[src/rtl/led_pkg.sv]
// Shared types and default constants for the LED fade PWM output stage.
package led_pkg;

   typedef enum logic [1:0] {
      OFF  = 2'd0,
      RISE = 2'd1,
      ON   = 2'd2,
      FALL = 2'd3
   } fade_state_t;

   localparam int LED_PWM_BITS    = 8;
   localparam int LED_STEP_CYCLES = 105468;

endpackage

[src/rtl/pwm_gen.sv]
// Free-running PWM generator; the compare value is only taken at the period
// boundary so a duty update never distorts the period in flight.
module pwm_gen
   import led_pkg::*;
#(
   parameter int PWM_BITS = LED_PWM_BITS
) (
   input  logic                clk,
   input  logic                rst,
   input  logic [PWM_BITS-1:0] cmp_in,
   input  logic                force_on,
   output logic                pwm_out
);

   localparam logic [PWM_BITS-1:0] CNT_MAX = '1;

   logic [PWM_BITS-1:0] pwm_cnt;
   logic [PWM_BITS-1:0] cmp;

   always_ff @(posedge clk or posedge rst) begin
      if (rst) begin
         pwm_cnt <= '0;
         cmp     <= '0;
         pwm_out <= 1'b0;
      end else begin
         pwm_cnt <= pwm_cnt + 1'b1;
         if (pwm_cnt == CNT_MAX) begin
            cmp <= cmp_in;
         end
         pwm_out <= force_on | (pwm_cnt < cmp);
      end
   end

endmodule

[src/rtl/led_fade_pwm.sv]
// Soft-blink LED driver: ramps PWM duty linearly on each led_in level change.
// Optional square-law duty curve enabled by defining LED_FADE_GAMMA_EN.
module led_fade_pwm
   import led_pkg::*;
#(
   parameter int PWM_BITS    = LED_PWM_BITS,
   parameter int STEP_CYCLES = LED_STEP_CYCLES
) (
   input  logic                clk,
   input  logic                rst,
   input  logic                led_in,
   output logic                pwm_out,
   output logic [PWM_BITS-1:0] duty,
   output logic                busy
);

   localparam int                  STEP_W    = (STEP_CYCLES > 1) ? $clog2(STEP_CYCLES) : 1;
   localparam logic [STEP_W-1:0]   STEP_LAST = STEP_W'(STEP_CYCLES - 1);
   localparam logic [PWM_BITS-1:0] DUTY_MAX  = '1;
   localparam logic [PWM_BITS-1:0] DUTY_ONE  = PWM_BITS'(1);

   fade_state_t         state, state_nxt;
   logic [PWM_BITS-1:0] duty_nxt;
   logic [STEP_W-1:0]   step_cnt, step_nxt;
   logic                ramping;
   logic                strobe;
   logic [PWM_BITS-1:0] cmp_in;

   function automatic logic [PWM_BITS-1:0] sat_inc(input logic [PWM_BITS-1:0] v);
      return (v == DUTY_MAX) ? v : v + 1'b1;
   endfunction

   function automatic logic [PWM_BITS-1:0] sat_dec(input logic [PWM_BITS-1:0] v);
      return (v == '0) ? v : v - 1'b1;
   endfunction

   assign ramping = (state == RISE) || (state == FALL);
   assign strobe  = ramping && (step_cnt == STEP_LAST);

   // A reversal takes priority over a coincident step, so the step is dropped.
   always_comb begin
      state_nxt = state;
      duty_nxt  = duty;
      case (state)
         OFF:  if (led_in) state_nxt = RISE;
         RISE: begin
            if (!led_in) begin
               state_nxt = FALL;
            end else if (strobe) begin
               duty_nxt = sat_inc(duty);
               if (duty >= DUTY_MAX - 1'b1) state_nxt = ON;
            end
         end
         ON:   if (!led_in) state_nxt = FALL;
         FALL: begin
            if (led_in) begin
               state_nxt = RISE;
            end else if (strobe) begin
               duty_nxt = sat_dec(duty);
               if (duty <= DUTY_ONE) state_nxt = OFF;
            end
         end
         default: state_nxt = OFF;
      endcase

      step_nxt = '0;
      if (ramping && (state_nxt == state) && !strobe) begin
         step_nxt = step_cnt + 1'b1;
      end
   end

   always_ff @(posedge clk or posedge rst) begin
      if (rst) begin
         state    <= OFF;
         duty     <= '0;
         step_cnt <= '0;
         busy     <= 1'b0;
      end else begin
         state    <= state_nxt;
         duty     <= duty_nxt;
         step_cnt <= step_nxt;
         busy     <= ramping;
      end
   end

`ifdef LED_FADE_GAMMA_EN
   logic [2*PWM_BITS-1:0] duty_sq;
   assign duty_sq = {{PWM_BITS{1'b0}}, duty} * {{PWM_BITS{1'b0}}, duty};
   assign cmp_in  = PWM_BITS'(duty_sq >> PWM_BITS);
`else
   assign cmp_in  = duty;
`endif

   pwm_gen #(
      .PWM_BITS (PWM_BITS)
   ) u_pwm (
      .clk      (clk),
      .rst      (rst),
      .cmp_in   (cmp_in),
      .force_on (state == ON),
      .pwm_out  (pwm_out)
   );

endmodule

[config.mk]
export PLATFORM = sky130hd
export DESIGN_NAME = led_fade_pwm
export DESIGN_NICKNAME = d
export VERILOG_FILES = /design/src/rtl/led_pkg.sv /design/src/rtl/pwm_gen.sv /design/src/rtl/led_fade_pwm.sv
export SDC_FILE = /design/constraint.sdc
export NUM_CORES = 1
export LEC_CHECK = 0
export ABC_AREA = 1
export BUFFER_PORTS_ARGS = -buffer_cell sky130_fd_sc_hd__buf_2
export CORE_AREA = 5 5 77 79
export DETAILED_ROUTE_END_ITERATION = 12
export DIE_AREA = 0 0 82 84
export PLACE_DENSITY = 0.72
export SLEW_MARGIN = 20
export SYNTH_ARGS = -nofsm -noshare
export SYNTH_HDL_FRONTEND = slang
export SYNTH_SLANG_ARGS = --single-unit
export TNS_END_PERCENT = 5
[constraint.sdc]
create_clock -name clk -period 2.1 [get_ports clk]
set_input_delay 0.42 -clock clk [delete_from_list [all_inputs] [get_ports clk]]
set_output_delay 0.42 -clock clk [all_outputs]
set_load 0.02 [all_outputs]
==> metrics.txt <==
largest net degree at the start of global routing=between 40 and 50; number of global-route vias before repair=2100; total CTS buffers=5; Netlist Area Pre-Place=0.00277 mm2; routed len/inst=between 10 and 15 um; Mapped Nets=between 300 and 400; global-route usage over all layers=0.168; slew margin rel.=0.633; actual slew at the worst max-slew pin=between 0.5 and 0.6 ns; max-cap viol count=0; Top Ports=13; clk_lat worst skew=roughly 0.3 ns; DRC viols=0; status=complete, no violations; gpl congestion=0.901; Critical Path End Type=flip-flop; Die Y=84 um; vias per inst=roughly 5; worst vdd ir=a little over 0.7 mV; setup_tns=0 ns; DIE AREA=between 0.006 and 0.007 mm2; fraction of layout cells with a size suffix above 1=0.160; Root Buffer=clkbuf_8; Leak Pwr=~1.4 nW; # nets final=approximately 380; Clock H-tree levels=2; final wirelength=just over 5 mm; max-slew violations=0; CTS Buffer Depth=2; # port buffers=12; DRT Pass-1 Iters=4; std cell rows=27; crit path capture=step_cnt[2]; Final Hold Fails=0; Setup Skew=0.00763 ns; CTS tree=built; Worst Path Max Fanout=17; P&R area growth vs syn=10.2%; WS Path Type=reg2reg; internal reg-to-reg setup slack=approximately 0.25 ns; commonest non-fill, non-tap cells in the layout=88 x nand2_1, 45 x dfrtp_1, 35 x nor2_1; Worst Setup Slack, final=roughly 0.25 ns; via count=between 2000 and 2500; clk sink count=45; starting density of the core=0.526; Synth cell types=31; GRT Residual Overflow=0; 1st-iter DRT viols=between 80 and 90; Post-Synthesis Cells=350; Ant. Diodes=0; first-pass GRT wire length=a little over 9 mm; YS warnings=0; commonest non-fill, non-tap cell in the layout=nand2_1; fmax=between 0.5 and 0.6 GHz; Worst EP required=~2.3 ns; setup slack at placement=0.185 ns; CTS Hold Bufs=0; Worst Setup SP=duty[0]; CTS clk-pin slew, worst paths=around 0.09 ns; Mean Syn Cell Area=between 7 and 8 um2; Crit path arrival time=~2.1 ns; Worst R2R Path Depth=10; Post-CTS Setup Bufs=0; Tightest Hold Check Type=in2async; fill cell count=around 500; worst r2r src=duty[0]; Seq cells post-synth=45; ANT nets after route=0; dpl hpwl=3.80 mm; Die Wd=82 um; Tmin final=between 1.5 and 2 ns; Core Area=~0.0053 mm2; final setup vio count=0; Startpoint Class=flip-flop; worst r2r dst=step_cnt[2]; Final Cycle Share=0.879; RSZ-0062 raised after global routing=false; initial antenna violation count=0; pwr dens=around 1000 mW/mm2; Seq/Total Area, Yosys=0.406
synthesized netlist by cell type, drive strengths merged:
library cell,n,area (um2)
clkinv,1,3.75
ha,14,175
a21oi,8,51.3
clkbuf,2,7.51
nand3,26,145
nor3b,1,7.51
a31o,1,8.76
nand3b,1,7.51
nor2,49,219
nor3,4,25.0
buf,3,21.3
dfrtp,45,1130
nand2,93,367
o22ai,1,6.26
xor2,24,210
inv,41,154
xnor2,7,61.3
nand4,8,50.1
nor4,1,12.5
or2,1,6.26
o21ai,19,106
stage by stage:
| step | total power [W] | utilization | cell area, um2 | cells | hold WS, ns |
|---|---|---|---|---|---|
| 3_5_place_dp | 0.00240 | 0.553 | 2920 | 432 | 0.472 |
| 4_1_cts | 0.00319 | 0.579 | 3050 | 440 | 0.264 |
| 3_3_place_gp | 0.00239 | 0.553 | 2920 | 432 | 0.460 |
| 2_1_floorplan | 0.00211 | - | 2770 | 350 | 0.437 |
| 5_1_grt | 0.00341 | 0.580 | 3050 | 440 | 0.310 |
| 6_report | 0.00317 | 0.580 | 3050 | 440 | 0.245 |
worst max-delay path: stages (launching register included):
cell     delay [ns]
dfrtp_1        0.46
inv_1          0.09
ha_1           0.19
or2_2          0.27
nand3_1        0.14
nand2_1        0.07
nand4_1        0.08
nand3_1        0.07
nand2_1        0.10
nand2_4        0.16
nor2_1         0.14
registers in the layout, indices dropped and copies added (netlist names):
register / flops
busy: 1
state: 2
step_cnt: 17
duty: 8
u_pwm.cmp: 8
u_pwm.pwm_out: 1
u_pwm.pwm_cnt: 8
worst min-delay path by stage:
stage	slack [ns]	startpoint	cells after the start	endpoint
5_1_grt	0.31	rst	3	u_pwm.cmp[1]
3_3_place_gp	0.46	u_pwm.pwm_cnt[0]	1	u_pwm.pwm_cnt[0]
3_5_place_dp	0.47	u_pwm.pwm_cnt[0]	1	u_pwm.pwm_cnt[0]
4_1_cts	0.26	rst	3	u_pwm.pwm_cnt[7]
6_report	0.24	rst	3	u_pwm.cmp[1]
2_1_floorplan	0.44	u_pwm.pwm_cnt[0]	1	u_pwm.pwm_cnt[0]
power breakdown:
group	switching (W)	internal, W	leakage [nW]
clock	0.000301	0.000473	0.0681
combinational	0.000856	0.000422	0.761
sequential	0.000148	0.000974	0.594
total	0.00130	0.00187	1.42
kinds of logic after synthesis:
kind of cell / after synthesis / share of synthesized area
xor gates and xnor gates: 31 / 0.0980
and+or+nand+nor: 184 / 0.303
DFF: 45 / 0.406
buffers and inverters: 47 / 0.0673
adders and majority gates: 14 / 0.0632
AOI/OAI and AO/OA: 29 / 0.0623
metal layers:
metal | vias to the layer above | track usage | wire, um
met4 | 0 | 0.0483 | 68
met3 | 6 | 0.0356 | 203
met5 | - | 0 | 0
met2 | 31 | 0.250 | 2270
met1 | 970 | 0.244 | 2630
li1 | 1139 | - | -
cell type report:
type                    count  area, um2  share of cell area
inverters                  42        158              0.0516
multi-input cells         258       1460               0.479
flip-flops and latches     45       1130               0.369
clock buffers               5       68.8              0.0225
repair buffers             15       82.6              0.0270
clock inverters             3       65.1              0.0213
well taps                  72       90.1              0.0295
timing repair:
| action | in CTS | in global routing |
|---|---|---|
| gates resized for setup | 0 | 1 |
| endpoints found under the hold margin | 0 | 0 |
| setup endpoints to repair | 0 | 14 |
(Power assumes the default switching activity.)
